==> src/rtl/dmem_arbiter.sv <==
// Shares the single-port data memory between the MEM stage (port A, priority,
// zero latency) and a DMA/debug requester (port B, req/ack, registered data).
module dmem_arbiter #(
  parameter int AW       = 8,
  parameter int DW       = 16,
  parameter int MAX_WAIT = 4
) (
  input  logic                          clk,
  input  logic                          rst,
  input  logic                          a_req,
  input  logic                          a_we,
  input  logic [AW-1:0]                 a_addr,
  input  logic [DW-1:0]                 a_wdata,
  output logic [DW-1:0]                 a_rdata,
  output logic                          a_stall,
  input  logic                          b_req,
  input  logic                          b_we,
  input  logic [AW-1:0]                 b_addr,
  input  logic [DW-1:0]                 b_wdata,
  output logic [DW-1:0]                 b_rdata,
  output logic                          b_ack,
  output logic                          mem_we,
  output logic [AW-1:0]                 mem_addr,
  output logic [DW-1:0]                 mem_wdata,
  input  logic [DW-1:0]                 mem_rdata,
  output logic                          dbg_bst,
  output logic [$clog2(MAX_WAIT+1)-1:0] dbg_wait_cnt
);

  localparam int WCW = $clog2(MAX_WAIT + 1);
  localparam logic [WCW-1:0] WAIT_MAX = WCW'(MAX_WAIT);

  typedef enum logic {B_IDLE = 1'b0, B_ACK = 1'b1} bst_t;

  bst_t           bst, bst_nxt;
  logic [WCW-1:0] wait_cnt, wait_nxt;
  logic           force_b, gnt_b;

  // Handshake: B raises b_req and holds it with its command stable until the
  // cycle b_ack=1; b_rdata is valid only in that cycle. A is a plain request
  // that must be held while a_stall=1; its access happens in any unstalled cycle.
  always_comb begin
    force_b = (bst == B_IDLE) && b_req && (wait_cnt == WAIT_MAX);
    gnt_b   = (bst == B_IDLE) && b_req && (!a_req || force_b);
    a_stall = a_req && gnt_b;
    a_rdata = mem_rdata;
    b_ack   = (bst == B_ACK);

    if (gnt_b) begin
      mem_addr  = b_addr;
      mem_wdata = b_wdata;
      mem_we    = b_we;
    end else begin
      mem_addr  = a_addr;
      mem_wdata = a_wdata;
      mem_we    = a_req && a_we;
    end
    // Keep memory untouched while reset is asserted, even mid-grant.
    if (rst) mem_we = 1'b0;

    bst_nxt  = bst;
    wait_nxt = wait_cnt;
    case (bst)
      B_IDLE: begin
        if (gnt_b) begin
          bst_nxt  = B_ACK;
          wait_nxt = '0;
        end else if (b_req) begin
          wait_nxt = (wait_cnt == WAIT_MAX) ? wait_cnt : wait_cnt + WCW'(1);
        end else begin
          wait_nxt = '0;
        end
      end
      B_ACK: bst_nxt = B_IDLE;
      default: bst_nxt = B_IDLE;
    endcase

    dbg_bst      = bst;
    dbg_wait_cnt = wait_cnt;
  end

  always_ff @(posedge clk or posedge rst) begin
    if (rst) begin
      bst      <= B_IDLE;
      wait_cnt <= '0;
      b_rdata  <= '0;
    end else begin
      bst      <= bst_nxt;
      wait_cnt <= wait_nxt;
      // Captured before the write commits, so a B write returns old content.
      if (gnt_b) b_rdata <= mem_rdata;
    end
  end

endmodule

==> config.mk <==
export PLATFORM = sky130hd
export DESIGN_NAME = dmem_arbiter
export DESIGN_NICKNAME = d
export VERILOG_FILES = /design/src/rtl/dmem_arbiter.sv
export SDC_FILE = /design/constraint.sdc
export NUM_CORES = 1
export LEC_CHECK = 0
export ABC_AREA = 1
export CELL_PAD_IN_SITES_DETAIL_PLACEMENT = 1
export CELL_PAD_IN_SITES_GLOBAL_PLACEMENT = 1
export CORE_ASPECT_RATIO = 1.5
export CORE_MARGIN = 10
export CORE_UTILIZATION = 20
export CTS_CLUSTER_SIZE = 30
export DETAILED_ROUTE_END_ITERATION = 16
export PLACE_DENSITY_LB_ADDON = 0.1
export SYNTH_ARGS = -nofsm -noshare
export SYNTH_HDL_FRONTEND = slang
export SYNTH_SLANG_ARGS = --single-unit
==> constraint.sdc <==
create_clock -name clk -period 3.49 [get_ports clk]
set_clock_uncertainty 0.15 [all_clocks]
set_input_delay 0.349 -clock clk [delete_from_list [all_inputs] [get_ports clk]]
set_output_delay 0.349 -clock clk [all_outputs]
set_load 0.01 [all_outputs]
==> impl_results.html, run 1 <==
<table>
<tr><th>Metric</th><th>Value</th></tr>
<tr><th colspan="2">Status</th></tr>
<tr><td>Run status</td><td>finished clean</td></tr>
<tr><th colspan="2">Setup path</th></tr>
<tr><td>Worst endpoint required time</td><td>2990 ps</td></tr>
<tr><td>Crit-path cells</td><td>inv_1 &gt; ha_1 &gt; nand2_2 &gt; nand2_4 &gt; nand2_4 &gt; inv_4 &gt; nand2_1 &gt; nand2_1 &gt; clkdlybuf4s50_1</td></tr>
<tr><td>Crit start category</td><td>register</td></tr>
<tr><td>Slowest stage cell on the critical path</td><td>sky130_fd_sc_hd__clkdlybuf4s50_1</td></tr>
<tr><td>Arrival time worst endpoint</td><td>2340 ps</td></tr>
<tr><td>Crit path largest cell delay</td><td>560 ps</td></tr>
<tr><td>Max FO, Critical Path</td><td>41</td></tr>
<tr><td>Crit Path Category</td><td>reg2out</td></tr>
<tr><td>Worst Setup End Kind</td><td>primary output</td></tr>
<tr><th colspan="2">Finish</th></tr>
<tr><td>Register area</td><td>500 um^2</td></tr>
<tr><td>Count of inserted antenna diode cells</td><td>0</td></tr>
<tr><td>Most common library cell in the layout ignoring fill and taps</td><td>sky130_fd_sc_hd__clkdlybuf4s50_1</td></tr>
<tr><td>Number of inserted filler cells in the final layout</td><td>804</td></tr>
<tr><td>Final Non-Filler Cells</td><td>384</td></tr>
<tr><td>Commonest cells after routing, fill and taps aside</td><td>sky130_fd_sc_hd__clkdlybuf4s50_1 (132), sky130_fd_sc_hd__nand2_1 (119), sky130_fd_sc_hd__dfrtp_1 (20)</td></tr>
<tr><td>Number of nets in the final layout</td><td>382</td></tr>
<tr><td>Non-Filler Cell Area, Final</td><td>0.00262 mm^2</td></tr>
<tr><td>Multi-input gate area</td><td>608 um^2</td></tr>
<tr><td>Layout cell share with drive strength beyond 1</td><td>6.17%</td></tr>
<tr><td>Synth-to-layout area growth</td><td>95.1%</td></tr>
<tr><th colspan="2">Logic synthesis</th></tr>
<tr><td>Area share of fa/ha/maj cells after synthesis</td><td>1.87%</td></tr>
<tr><td>Number of standard cells after synthesis</td><td>196</td></tr>
<tr><td>Synth warn</td><td>0</td></tr>
<tr><td>Synth unique cells</td><td>17</td></tr>
<tr><td>Number of flip-flops and latches in the synthesized netlist</td><td>20</td></tr>
<tr><td>XOR/XNOR share of the synthesized area</td><td>0.653%</td></tr>
<tr><td>Post-synthesis compound-gate area fraction</td><td>1.12%</td></tr>
<tr><td>Post-synth top area share</td><td>37.3%</td></tr>
<tr><td>Synthesized area per cell</td><td>6.84 um^2</td></tr>
<tr><td>Mapped cell area</td><td>0.00134 mm^2</td></tr>
<tr><td>Net Count, Synth</td><td>268</td></tr>
<tr><td>Dominant combinational cell family by area after synthesis</td><td>simple AND/OR/NAND/NOR gates</td></tr>
<tr><td>Main area contributors after synthesis</td><td>sky130_fd_sc_hd__dfrtp_1 (37%), sky130_fd_sc_hd__nand2_1 (33%), sky130_fd_sc_hd__buf_4 (9.5%), sky130_fd_sc_hd__nand2_2 (4.7%), sky130_fd_sc_hd__buf_6 (2.5%)</td></tr>
<tr><td>Multiplexer fraction of the synthesized cell area</td><td>0%</td></tr>
<tr><td>Simple logic cell fraction of the synthesized area</td><td>41.7%</td></tr>
<tr><td>Sequential fraction of the synthesis area</td><td>37.3%</td></tr>
<tr><td>Yosys top cell by area</td><td>sky130_fd_sc_hd__dfrtp_1</td></tr>
<tr><th colspan="2">GRT</th></tr>
<tr><td>Total track usage</td><td>10.5%</td></tr>
<tr><td>Number of antenna violations at the first check in global routing</td><td>0</td></tr>
<tr><td>Largest net degree at the start of global routing</td><td>42</td></tr>
<tr><td>Number of global-route vias before repair</td><td>1681</td></tr>
<tr><td>Residual overflow from global routing</td><td>0</td></tr>
<tr><td>Wire length of the first global-routing pass</td><td>8920 um</td></tr>
<tr><th colspan="2">Clock network</th></tr>
<tr><td>Post-CTS Repair Setup Buffers</td><td>0</td></tr>
<tr><td>Post-CTS Hold Buffers</td><td>0</td></tr>
<tr><td>CTS resizes</td><td>0</td></tr>
<tr><td>Cts bufs inserted</td><td>3</td></tr>
<tr><td>Clock-pin transition on the worst setup and hold timing paths</td><td>70 ps</td></tr>
<tr><td>CTS tree</td><td>built</td></tr>
<tr><td>Clock latency at the later pin of the worst-skew pair</td><td>250 ps</td></tr>
<tr><td>H-Tree Level Count</td><td>1</td></tr>
<tr><td>Root buffer cell</td><td>sky130_fd_sc_hd__clkbuf_8</td></tr>
<tr><td>Number of buffers between clock root and the deepest sink</td><td>2</td></tr>
<tr><td>Sink count of the clock tree</td><td>20</td></tr>
<tr><th colspan="2">Place</th></tr>
<tr><td>HPWL after detailed placement</td><td>4920 um</td></tr>
<tr><td>Area after detailed placement</td><td>0.00258 mm^2</td></tr>
<tr><td>Placed Cells</td><td>381</td></tr>
<tr><td>Port buffer count</td><td>132</td></tr>
<tr><td>Placement-stage worst setup slack</td><td>632 ps</td></tr>
<tr><td>RePlAce Congestion</td><td>0.713</td></tr>
<tr><th colspan="2">STA</th></tr>
<tr><td>Total Neg Setup Slack</td><td>0 ps</td></tr>
<tr><td>Timing-limited maximum frequency</td><td>353 MHz</td></tr>
<tr><td>Rel. slew slack</td><td>69.3%</td></tr>
<tr><td>Final hold vios</td><td>0</td></tr>
<tr><td>Unrepaired setup endpoints after global routing</td><td>no</td></tr>
<tr><td>Tightest Pin Transition</td><td>461 ps</td></tr>
<tr><td>Final worst-path cycle share</td><td>81.2%</td></tr>
<tr><td>Setup-failing EPs final</td><td>0</td></tr>
<tr><td>Worst Slack Setup Final</td><td>654 ps</td></tr>
<tr><td>Number of pins exceeding their max-slew limit in the final report</td><td>0</td></tr>
<tr><td>Minimum period implied by the final worst setup slack</td><td>2840 ps</td></tr>
<tr><th colspan="2">Power and ir drop</th></tr>
<tr><td>Portion of total power attributed to sequential cells</td><td>36.3%</td></tr>
<tr><td>Static Leakage</td><td>0.00126 uW</td></tr>
<tr><td>Switching part of the total</td><td>29.1%</td></tr>
<tr><td>Worst VDD drop</td><td>0.174 mV</td></tr>
<tr><td>Share of total power in combinational logic</td><td>45.2%</td></tr>
<tr><td>Sw Pwr</td><td>226 uW</td></tr>
<tr><td>Part of the total power dissipated in the clock network</td><td>18.5%</td></tr>
<tr><td>Total design power</td><td>775 uW</td></tr>
<tr><td>Ratio of total power to cell area</td><td>296 mW/mm^2</td></tr>
<tr><td>Cell-internal power</td><td>549 uW</td></tr>
<tr><th colspan="2">Worst hold path</th></tr>
<tr><td>Path type of the worst min-delay path</td><td>reg2reg</td></tr>
<tr><th colspan="2">Floorplanning</th></tr>
<tr><td>Initial Util</td><td>20.5%</td></tr>
<tr><td>Core region area</td><td>0.00653 mm^2</td></tr>
<tr><td>Total I/O pin count</td><td>133</td></tr>
<tr><td>Die area</td><td>0.0104 mm^2</td></tr>
<tr><td>Die Y</td><td>120 um</td></tr>
<tr><td>Die Wd</td><td>86.9 um</td></tr>
<tr><td>Rows</td><td>36</td></tr>
<tr><th colspan="2">Route</th></tr>
<tr><td>Iteration-0 DRC count of the detailed router</td><td>17</td></tr>
<tr><td>Pre-Repair DR Iteration Count</td><td>2</td></tr>
<tr><td>WL per Instance</td><td>15.2 um</td></tr>
<tr><td>Number of routed nets with antenna violations</td><td>0</td></tr>
<tr><td>Vias after detailed routing</td><td>1557</td></tr>
<tr><td># DRC</td><td>0</td></tr>
<tr><td>Number of vias per cell</td><td>4.05</td></tr>
<tr><td>Total detailed-routing wirelength</td><td>5840 um</td></tr>
<tr><th colspan="2">Flow run</th></tr>
<tr><td>MaxCap Viol Count</td><td>0</td></tr>
</table>
flip-flops by register name (all words and copies together) (netlist names):
| register | cells |
|---|---|
| dbg_wait_cnt | 3 |
| b_ack | 1 |
| b_rdata | 16 |
worst paths after layout:
check	startpoint	endpoint	slack, ps	cells past startpoint
setup reg to reg	dbg_wait_cnt[0]	b_rdata[6]	1730	8
setup / recovery	dbg_wait_cnt[0]	mem_addr[1]	650	9
max in group asynchronous	rst	b_rdata[9]	2640	3
hold reg to reg	b_rdata[4]	b_rdata[4]	330	2
hold / removal	b_rdata[4]	b_rdata[4]	330	2
min in group asynchronous	rst	b_rdata[4]	350	3
stage by stage:
| stage | util [%] | hold WS, ps |
|---|---|---|
| after detailed placement | 39.4 | 317 |
| after global routing | 40.1 | 357 |
| after floorplan | - | 171 |
| after CTS | 40.1 | 336 |
| after global placement | 39.4 | 311 |
| final | 40.1 | 329 |
critical path: cells and delay by family, from the launching register on:
kind / cells / cell delay (ps)
flops: 1 / 400
fa+ha+maj: 1 / 160
buf+inv: 3 / 1030
simple gates: 5 / 470
routing by layer:
metal / track usage [%] / vias to the layer above / wire length (um)
met4: 2.13 / 0 / 27
met3: 4.91 / 2 / 732
met2: 17.5 / 85 / 2730
met5: 0 / - / 0
li1: - / 788 / -
met1: 11.8 / 682 / 2350
final cells by class:
| cell class | instances | area share (%) |
|---|---|---|
| clock buffer | 3 | 1.58 |
| inverter | 9 | 1.39 |
| multi-input combinational | 142 | 23.2 |
| sequential | 20 | 19.1 |
| tap | 76 | 3.63 |
| timing repair buffer | 134 | 51.1 |
cell usage after synthesis, drive strengths merged:
| library cell | count |
|---|---|
| a21oi | 1 |
| ha | 2 |
| inv | 9 |
| nand3 | 1 |
| nor2 | 4 |
| xor2 | 1 |
| buf | 25 |
| o21ai | 2 |
| nand2 | 131 |
| dfrtp | 20 |
cell families after synthesis:
logic type               after synthesis
XOR/XNOR                               1
AO/OA/AOI/OAI                          3
flip-flops                            20
adder cells (fa/ha/maj)                2
buffers and inverters                 34
AND/OR/NAND/NOR                      136
power groups by stage:
stage	sequential, uW	clock [uW]	combinational (uW)
after floorplan	300	0	117
after global placement	285	0	356
after detailed placement	286	0	359
after CTS	282	154	361
after global routing	287	164	385
final	281	143	350
(Power assumes the default switching activity.)
==> inputs of run 2 (changes only) <==
Settings changed: CORE_UTILIZATION 20 to 16.
Clock period 3.49 ns to 2.4 ns, I/O delays scaled along.
==> impl_results.html, run 2 (synthesis results as in run 1) <==
<table>
<tr><th>Metric</th><th>Value</th></tr>
<tr><th colspan="2">Finish</th></tr>
<tr><td>Count of inserted antenna diode cells</td><td>0 (unchanged)</td></tr>
<tr><td>Final Non-Filler Cells</td><td>421 (was 384)</td></tr>
<tr><td>Largest reg by FF count</td><td>b_rdata (unchanged)</td></tr>
<tr><td>Synth-to-layout area growth</td><td>107% (was 95.1%)</td></tr>
<tr><td>Number of inserted filler cells in the final layout</td><td>995 (was 804)</td></tr>
<tr><td>Layout cell share with drive strength beyond 1</td><td>8.54% (was 6.17%)</td></tr>
<tr><td>Number of flip-flops in the largest register</td><td>16 (unchanged)</td></tr>
<tr><td>Number of nets in the final layout</td><td>389 (was 382)</td></tr>
<tr><td>Most common library cell in the layout ignoring fill and taps</td><td>sky130_fd_sc_hd__nand2_1 (was sky130_fd_sc_hd__clkdlybuf4s50_1)</td></tr>
<tr><td>Commonest cells after routing, fill and taps aside</td><td>sky130_fd_sc_hd__nand2_1 (119), sky130_fd_sc_hd__clkdlybuf4s50_1 (107), sky130_fd_sc_hd__dlygate4sd2_1 (24) (was sky130_fd_sc_hd__clkdlybuf4s50_1 (132), sky130_fd_sc_hd__nand2_1 (119), sky130_fd_sc_hd__dfrtp_1 (20))</td></tr>
<tr><th colspan="2">Power and ir drop</th></tr>
<tr><td>Portion of total power attributed to sequential cells</td><td>31.3% (was 36.3%)</td></tr>
<tr><td>Switching part of the total</td><td>28.1% (was 29.1%)</td></tr>
<tr><td>Worst VDD drop</td><td>0.255 mV (was 0.174 mV)</td></tr>
<tr><td>Cell-internal power</td><td>934 uW (was 549 uW)</td></tr>
<tr><td>Ratio of total power to cell area</td><td>469 mW/mm^2 (was 296 mW/mm^2)</td></tr>
<tr><td>Static Leakage</td><td>0.00139 uW (was 0.00126 uW)</td></tr>
<tr><td>Share of total power in combinational logic</td><td>39.3% (was 45.2%)</td></tr>
<tr><td>Sw Pwr</td><td>365 uW (was 226 uW)</td></tr>
<tr><td>Part of the total power dissipated in the clock network</td><td>29.3% (was 18.5%)</td></tr>
<tr><th colspan="2">Setup path</th></tr>
<tr><td>Worst Setup End Kind</td><td>primary output (unchanged)</td></tr>
<tr><td>Crit start category</td><td>register (unchanged)</td></tr>
<tr><td>Worst endpoint required time</td><td>2010 ps (was 2990 ps)</td></tr>
<tr><td>Max FO, Critical Path</td><td>4 (was 41)</td></tr>
<tr><td>Slowest stage cell on the critical path</td><td>sky130_fd_sc_hd__clkdlybuf4s50_1 (unchanged)</td></tr>
<tr><td>Reg2Reg Depth</td><td>10 (was 8)</td></tr>
<tr><td>Arrival time worst endpoint</td><td>1830 ps (was 2340 ps)</td></tr>
<tr><td>Crit-path cells</td><td>inv_1 &gt; ha_1 &gt; nand2_2 &gt; nand2_4 &gt; a21oi_1 &gt; nor2_1 &gt; clkdlybuf4s50_1 (was inv_1 &gt; ha_1 &gt; nand2_2 &gt; nand2_4 &gt; nand2_4 &gt; inv_4 &gt; nand2_1 &gt; nand2_1 &gt; clkdlybuf4s50_1)</td></tr>
<tr><td>Crit path largest cell delay</td><td>560 ps (about the same)</td></tr>
<tr><td>Crit Path Category</td><td>reg2out (unchanged)</td></tr>
<tr><th colspan="2">Floorplanning</th></tr>
<tr><td>Die Y</td><td>132 um (was 120 um)</td></tr>
<tr><td>Die Wd</td><td>94.8 um (was 86.9 um)</td></tr>
<tr><td>Total I/O pin count</td><td>133 (unchanged)</td></tr>
<tr><td>Die area</td><td>0.0125 mm^2 (was 0.0104 mm^2)</td></tr>
<tr><td>Rows</td><td>40 (was 36)</td></tr>
<tr><td>Core region area</td><td>0.00811 mm^2 (was 0.00653 mm^2)</td></tr>
<tr><td>Initial Util</td><td>16.5% (was 20.5%)</td></tr>
<tr><th colspan="2">Clock network</th></tr>
<tr><td>Clock latency at the later pin of the worst-skew pair</td><td>250 ps (about the same)</td></tr>
<tr><td>Sink count of the clock tree</td><td>20 (unchanged)</td></tr>
<tr><td>Clock-pin transition on the worst setup and hold timing paths</td><td>60 ps (was 70 ps)</td></tr>
<tr><td>Cts bufs inserted</td><td>3 (unchanged)</td></tr>
<tr><td>H-Tree Level Count</td><td>1 (unchanged)</td></tr>
<tr><td>CTS tree</td><td>built (unchanged)</td></tr>
<tr><td>Root buffer cell</td><td>sky130_fd_sc_hd__clkbuf_16 (was sky130_fd_sc_hd__clkbuf_8)</td></tr>
<tr><td>Post-CTS Hold Buffers</td><td>0 (unchanged)</td></tr>
<tr><td>Number of buffers between clock root and the deepest sink</td><td>2 (unchanged)</td></tr>
<tr><th colspan="2">STA</th></tr>
<tr><td>Total Neg Setup Slack</td><td>0 ps (unchanged)</td></tr>
<tr><td>Final worst-path cycle share</td><td>92.7%</td></tr>
<tr><td>Timing-limited maximum frequency</td><td>450 MHz</td></tr>
<tr><td>Setup-failing EPs final</td><td>0 (unchanged)</td></tr>
<tr><td>Minimum period implied by the final worst setup slack</td><td>2220 ps</td></tr>
<tr><td>Rel. slew slack</td><td>81.2% (was 69.3%)</td></tr>
<tr><td>Final hold vios</td><td>0 (unchanged)</td></tr>
<tr><td>Tightest Pin Transition</td><td>281 ps (was 461 ps)</td></tr>
<tr><td>Number of pins exceeding their max-slew limit in the final report</td><td>0 (unchanged)</td></tr>
<tr><td>Unrepaired setup endpoints after global routing</td><td>no (unchanged)</td></tr>
<tr><th colspan="2">Route</th></tr>
<tr><td>Vias after detailed routing</td><td>1639 (was 1557)</td></tr>
<tr><td># DRC</td><td>0 (unchanged)</td></tr>
<tr><td>Total detailed-routing wirelength</td><td>6460 um (was 5840 um)</td></tr>
<tr><td>WL per Instance</td><td>15.3 um (was 15.2 um)</td></tr>
<tr><td>Number of routed nets with antenna violations</td><td>0 (unchanged)</td></tr>
<tr><td>Iteration-0 DRC count of the detailed router</td><td>36 (was 17)</td></tr>
<tr><td>Pre-Repair DR Iteration Count</td><td>4 (was 2)</td></tr>
<tr><td>Number of vias per cell</td><td>3.89 (was 4.05)</td></tr>
<tr><th colspan="2">Worst hold path</th></tr>
<tr><td>Path type of the worst min-delay path</td><td>in2async (was reg2reg)</td></tr>
<tr><th colspan="2">Place</th></tr>
<tr><td>HPWL after detailed placement</td><td>5170 um (was 4920 um)</td></tr>
<tr><td>Placed Cells</td><td>414 (was 381)</td></tr>
<tr><td>RePlAce Congestion</td><td>0.802 (was 0.713)</td></tr>
<tr><td>Port buffer count</td><td>132 (unchanged)</td></tr>
<tr><th colspan="2">Status</th></tr>
<tr><td>Run status</td><td>finished clean (unchanged)</td></tr>
<tr><th colspan="2">GRT</th></tr>
<tr><td>Total track usage</td><td>9.82% (was 10.5%)</td></tr>
<tr><td>Number of global-route vias before repair</td><td>1741 (was 1681)</td></tr>
<tr><td>Largest net degree at the start of global routing</td><td>28 (was 42)</td></tr>
<tr><td>Wire length of the first global-routing pass</td><td>9720 um (was 8920 um)</td></tr>
<tr><td>Residual overflow from global routing</td><td>0 (unchanged)</td></tr>
<tr><td>Number of antenna violations at the first check in global routing</td><td>0 (unchanged)</td></tr>
<tr><th colspan="2">Flow run</th></tr>
<tr><td>MaxCap Viol Count</td><td>0 (unchanged)</td></tr>
</table>
[run 2: repair_timing]
action	4_1_cts	5_1_grt
setup endpoints to repair	25	1
gates resized for setup	25	1
pin swaps	0	0
gates cloned	1	0
buffers inserted	2	0
[run 2: cell type report]
type | count | area, um^2 | share of cell area [%]
well taps | 105 | 131 | 4.74
flip-flops and latches | 20 | 500 | 18.1
inverters | 9 | 36.3 | 1.31
clock buffers | 4 | 88.8 | 3.21
multi-input cells | 142 | 608 | 21.9
repair buffers | 141 | 1410 | 50.7
[run 2: worst paths after layout]
kind                                 start          end  slack, ps
max in group asynchronous              rst  b_rdata[11]       1650
min in group clk                b_rdata[9]   b_rdata[9]        330
max                        dbg_wait_cnt[0]       mem_we        180
min                                    rst  b_rdata[15]        230
max reg2reg                dbg_wait_cnt[0]   b_rdata[4]        730
min reg2reg                     b_rdata[9]   b_rdata[9]        330
[run 2: power groups by stage]
| stage | clock [uW] | sequential [uW] | combinational [uW] |
|---|---|---|---|
| CTS | 395 | 408 | 527 |
| global route | 406 | 414 | 560 |
| detailed placement | 0 | 415 | 537 |
| global placement | 0 | 414 | 536 |
| floorplan | 0 | 436 | 171 |
| finish | 381 | 407 | 511 |
[run 2: worst max-delay path: cells and delay by family, from the launching register on]
family / cells / cell delay (ps)
fa+ha+maj: 1 / 170
buf+inv: 2 / 660
simple gates: 3 / 270
compound gates: 1 / 100
flops: 1 / 370
[run 2: through the flow]
step	worst slack [ps]	utilization [%]	total power [uW]	hold slack, ps	instance area, um^2
2_1_floorplan	791	-	607	62.3	1340
3_3_place_gp	104	32.9	950	312	2670
3_5_place_dp	84.8	32.9	952	318	2670
4_1_cts	4.89	34.2	1330	243	2770
5_1_grt	72.5	34.2	1380	278	2770
6_report	175	34.2	1300	231	2770
[run 2: routing by layer]
metal / global-route usage [%] / wire length [um] / up-vias
met5: 0 / 0 / -
met4: 3.26 / 106 / 0
met3: 3.02 / 655 / 6
met2: 17.3 / 3160 / 83
met1: 10.6 / 2530 / 743
li1: - / - / 807
==> patch 1 (config.mk and constraints of run 2) <==
`MAX_WAIT`: 4 -> 8.
--- a/src/rtl/dmem_arbiter.sv
+++ b/src/rtl/dmem_arbiter.sv
@@ -5,3 +5,3 @@
   parameter int DW       = 16,
-  parameter int MAX_WAIT = 4
+  parameter int MAX_WAIT = 8
 ) (
Interface: changed (resized dbg_wait_cnt); port bits go from 133 to 134. No check against the original RTL was run, so the function may have changed too.
==> patch 1 against run 2 <==
  * Routed wire length is 0.26% higher
  * Critical path depth increased by 2
  * Sequential share of layout area grew 0.29 points
  * Via count is 1.0% lower
  * Largest cell class unchanged
  * Worst setup slack got worse by 130 ps
  * Sequential cell count is 1 higher
  * Area after synthesis up 3.0%
  * First-iteration DRC count fell by 50%
  * Global-route usage fell by 0.21 points
  * Power fell by 0.42%
  * Largest power group unchanged
  * Design area increased by 3.3%
  * Clock power decreased by 7.1%
  * Critical endpoint is now mem_wdata[12]
  * Utilization decreased by 0.14 points
==> patch 1: results (changes against run 2) <==
===========================================================================
Run status ................................................... finished, final reports clean
Net count of the mapped netlist ..............................          270   +0.75%
WL per Instance ..............................................     15.16 µm   -1.1%
Iteration-0 DRC count of the detailed router .................           18   -50%
Router iterations before antenna repair ......................            3   -1
IO Port Bufs .................................................          133   +0.76%
Complex-gate fraction of the synthesized area ................       1.449%   +0.33 points
Placement Cell Area ..........................................     2715 µm²   +1.8%
Via count normalized by instance count .......................        3.799   -2.4%
Maximum number of pins on one net before global-route repair .           27   -3.6%
Cell variety after synth .....................................           18   +1
Total global-route track usage ...............................       9.604%   -0.21 points
Top cells by instance count after synthesis .................. sky130_fd_sc_hd__nand2_1 (118), sky130_fd_sc_hd__buf_4 (21), sky130_fd_sc_hd__dfrtp_1 (21), sky130_fd_sc_hd__nand2_2 (10), sky130_fd_sc_hd__inv_1 (6)
Xor/xnor share of the synthesized area .......................       1.268%   +0.62 points
Filler Cells Inserted ........................................        1,016   +2.1%
Top register by number of flip-flops .........................      b_rdata
Leakage Power ................................................     1.478 nW   +6.3%
Worst reg2reg setup slack ....................................       760 ps   +30 ps
Peak ir drop on the vdd network ..............................    0.2538 mV   -0.47%
Capture instance of the worst register-to-register path ...... b_rdata[11]$_DFFE_PP0P_
RePlAce Congestion ...........................................       0.7315   -8.8%
Worst Path Arrival ...........................................      1970 ps   +140 ps
Worst Path Max Fanout ........................................           12   +8
Sequential share of the synthesized area .....................       38.04%   +0.73 points
Max transition margin ........................................       80.88%   -0.36 points
===========================================================================
## patch 1: changes by cell type in the layout (fill, tap and decap cells not counted), moves of 2 or more
cell | run 2 | this run
sky130_fd_sc_hd__dlygate4sd2_1 | 24 | 2
sky130_fd_sc_hd__dlymetal6s2s_1 | 1 | 15
sky130_fd_sc_hd__clkdlybuf4s50_1 | 107 | 116
sky130_fd_sc_hd__inv_1 | 8 | 6
sky130_fd_sc_hd__o21ai_0 | 2 | 4
## patch 1: final cells by class
cell class	count	area, µm²	share of cell area, %
clock inverters	1	5.005	0.1747
inverters	8	42.54	1.485
multi-input cells	144	616.8	21.54
repair buffers	143	1465	51.16
flip-flops and latches	21	525.5	18.35
well taps	107	133.9	4.675
clock buffers	3	75.07	2.621
## patch 1: metrics by stage
step	setup slack (ps)	TNS (ps)	instances
after floorplan	757.1	0	198
after global placement	55.93	0	423
after detailed placement	23.75	0	423
after CTS	-16.31	-64.37	427
after global routing	-75.86	-558.2	427
final	40.55	0	427
## patch 1: kinds of logic (layout without fill, tap and decap cells)
group / count (synthesis) / count (layout)
adders and majority gates: 2 / 2
DFF: 21 / 21
and+or+nand+nor: 136 / 136
xor gates and xnor gates: 2 / 2
buffers and inverters: 33 / 155
AOI/OAI and AO/OA: 4 / 4
## patch 1: worst max-delay path by stage
| stage | to | slack [ps] | cells past startpoint |
|---|---|---|---|
| final | mem_wdata[12] | 40 | 9 |
| after detailed placement | mem_addr[3] | 20 | 8 |
| after CTS | mem_wdata[12] | -20 | 9 |
| after global routing | mem_wdata[12] | -80 | 9 |
| after global placement | mem_addr[3] | 60 | 8 |
| after floorplan | mem_wdata[11] | 760 | 9 |
## patch 1: worst register-to-register path, delay by kind of cell, from the launching register on
kind	cells	cell delay, ps
simple gates	5	400
flops	1	340
buf+inv	3	430
fa+ha+maj	1	200
## patch 1: report_power, final
group | switching [mW] | internal (mW) | total, mW
Clock | 0.130 | 0.224 | 0.354
Combinational | 0.209 | 0.308 | 0.517
Sequential | 0.0231 | 0.399 | 0.422
## patch 1: repair_timing
action                     CTS  global route
setup endpoints to repair   25            24
buffers inserted             0             0
hold buffers                 0             0
resized for setup            6            20
## patch 1: metal layers
metal	part of all wire, %	global-route usage (%)	up-vias
li1	-	-	824
met1	39	10.00	722
met2	51	17.07	74
met3	9.3	3.464	2
met4	1.1	3.207	0
met5	0	0	-
==> patch 2 (settings of run 2) <==
Made on the original files. Reset style: synchronous (`rst`), changed in one clocked block.
--- a/src/rtl/dmem_arbiter.sv
+++ b/src/rtl/dmem_arbiter.sv
@@ -81,3 +81,3 @@
 
-  always_ff @(posedge clk or posedge rst) begin
+  always_ff @(posedge clk) begin
     if (rst) begin
Function: differs if rst is asserted again (counterexample within 4 cycles, from zero or initial values and one cycle with rst high); with rst held inactive, the same outputs for 10 cycles.
==> patch 2 against run 2 <==
  * Power decreased by 12%
  * Area after synthesis down 7.9%
  * Design area fell by 4.4%
  * Sequential share of layout area shrank 2.9 points
  * Global-route usage hardly changed
  * Cell count rose by 0.24%
  * Non-clock buffer count unchanged
  * Routed wire length decreased by 8.3%
  * Sequential cell count unchanged
  * Count of clock-buffer cells in the layout unchanged
  * Critical path depth up 1
  * Worst setup slack got worse by 58 ps
  * Largest power group unchanged
  * Largest cell class unchanged
==> patch 2: results (changes against run 2) <==
==========================================================================================
Number of cells on the worst reg-to-reg path ................................            9   -1
Total via count after detailed routing ......................................        1,647   +0.49%
Worst hold-check path type .................................................. flip-flop to flip-flop
Met3 demand-to-capacity share in global routing .............................       7.151%   +4.1 points
Capture instance of the worst register-to-register path ..................... b_rdata[5]$_SDFFE_PP0P_
Max transition margin .......................................................       84.97%   +3.7 points
Placed wire-length estimate .................................................      5144 µm   -0.48%
Leakage Power ...............................................................     1.218 nW   -12%
Global-route wire length before repair ......................................      9349 µm   -3.8%
Run status .................................................................. finished, final reports clean
Filler Cells Inserted .......................................................          956   -3.9%
Cell variety after synth ....................................................           16   -1
Net count of the mapped netlist .............................................          273   +1.9%
Top cells by instance count after synthesis ................................. sky130_fd_sc_hd__nand2_1 (80), sky130_fd_sc_hd__nor2_1 (41), sky130_fd_sc_hd__dfxtp_1 (20), sky130_fd_sc_hd__buf_4 (19), sky130_fd_sc_hd__o21ai_1 (11)
Total global-route track usage ..............................................       9.795%   -0.022 points
Total instance count after detailed placement ...............................          418   +0.97%
Total clock buffers created by CTS ..........................................            3   unchanged
Maximum number of pins on one net before global-route repair ................           28   unchanged
Top cells by area in the synthesized netlist ................................ sky130_fd_sc_hd__dfxtp_1 (32%), sky130_fd_sc_hd__nand2_1 (24%), sky130_fd_sc_hd__nor2_1 (12%)
Global routing usage on met2 ................................................       17.37%   +0.083 points
Number of global-route vias before repair ...................................        1,795   +3.1%
Router iterations before antenna repair .....................................            2   -2
Share of post-route cells with drive strength above 1 .......................       5.625%   -2.9 points
Worst Path Max Fanout .......................................................           24   +20
Mapped Cells ................................................................          201   +2.6%
Worst Path Arrival ..........................................................      1890 ps   +60 ps
Insertion delay of the later-clocked pin in the worst-skew pair .............       250 ps   about the same
Final Net Count .............................................................          393   +1.0%
Peak ir drop on the vdd network .............................................    0.2385 mV   -6.5%
Master cell of the clock root buffer ........................................ sky130_fd_sc_hd__clkbuf_16
Global routing's busiest layer ..............................................         met2
Worst reg2reg setup slack ...................................................       780 ps   +50 ps
# H-tree levels .............................................................            1   unchanged
Warnings from Yosys .........................................................            0   unchanged
Delay of the slowest cell on the worst path .................................       560 ps   about the same
Worst slack after detailed placement ........................................     51.46 ps   -33.33 ps
Sequential share of the synthesized area ....................................       32.42%   -4.9 points
Placement Cell Area .........................................................     2569 µm²   -3.7%
Most used DFF post-synth .................................................... sky130_fd_sc_hd__dfxtp_1
Worst hold slack across all endpoints .......................................     329.2 ps   +98.33 ps
Number of buffers inserted to repair setup after CTS ........................            0   -2
Iteration-0 DRC count of the detailed router ................................           13   -64%
Via count normalized by instance count ......................................        3.903   +0.25%
Fraction of synthesis flops using an asynchronous set or reset pin ..........           0%   -100 points
RePlAce Congestion ..........................................................       0.6952   -13%
WL per Instance .............................................................     14.04 µm   -8.5%
Clock edge transition at the registers on the reported setup and hold paths .        60 ps   about the same
Met1 usage ..................................................................       8.578%   -2.1 points
R2R Path Start .............................................................. dbg_wait_cnt[0]$_SDFFE_PP0P_
==========================================================================================
## patch 2: cell families after synthesis
family / share of synthesized area (%)
DFF: 32.42
adders and majority gates: 2.026
and+or+nand+nor: 38.70
buffers and inverters: 18.74
AOI/OAI and AO/OA: 8.105
## patch 2: per-layer routing
| layer | up-vias | wire, µm |
|---|---|---|
| met3 | 2 | 1010 |
| met2 | 84 | 2941 |
| met5 | - | 0 |
| met4 | 0 | 42 |
| met1 | 728 | 1930 |
| li1 | 833 | - |
## patch 2: final cells by class
type,count,area share (%)
Timing Repair Buffer,141,52.43
Tap cell,102,4.818
Clock buffer,4,3.354
Multi-Input combinational cell,146,22.77
Inverter,9,1.464
Sequential cell,20,15.16
## patch 2: worst max-delay path by stage
stage,cells after the start,slack (ps),end
floorplan,8,710,mem_we
global placement,8,70,mem_we
detailed placement,8,50,mem_we
CTS,9,4,mem_addr[6]
global route,8,8,a_stall
finish,8,120,a_stall
## patch 2: per-stage QoR
step           power [mW]  util [%]
2_1_floorplan      0.5311         -
3_3_place_gp       0.8047     33.96
3_5_place_dp       0.8065     33.96
4_1_cts             1.174     34.87
5_1_grt             1.218     35.02
6_report            1.140     35.02
## patch 2: power breakdown
part           total [mW]  leakage, nW  internal [mW]  switching [mW]
logic               0.401         1.01          0.239           0.162
registers           0.365        0.165          0.354          0.0109
clock network       0.374       0.0442          0.254           0.121
total                1.14         1.22          0.846           0.294
## patch 2: worst reg2reg max path, stage by stage, from the launching register on
cell	delay [ps]
sky130_fd_sc_hd__dfxtp_2	350
sky130_fd_sc_hd__inv_1	60
sky130_fd_sc_hd__ha_1	190
sky130_fd_sc_hd__nand2_1	90
sky130_fd_sc_hd__nand2_2	80
sky130_fd_sc_hd__nand2_4	120
sky130_fd_sc_hd__inv_6	110
sky130_fd_sc_hd__buf_4	210
sky130_fd_sc_hd__nor2_1	100
sky130_fd_sc_hd__nor2_1	50
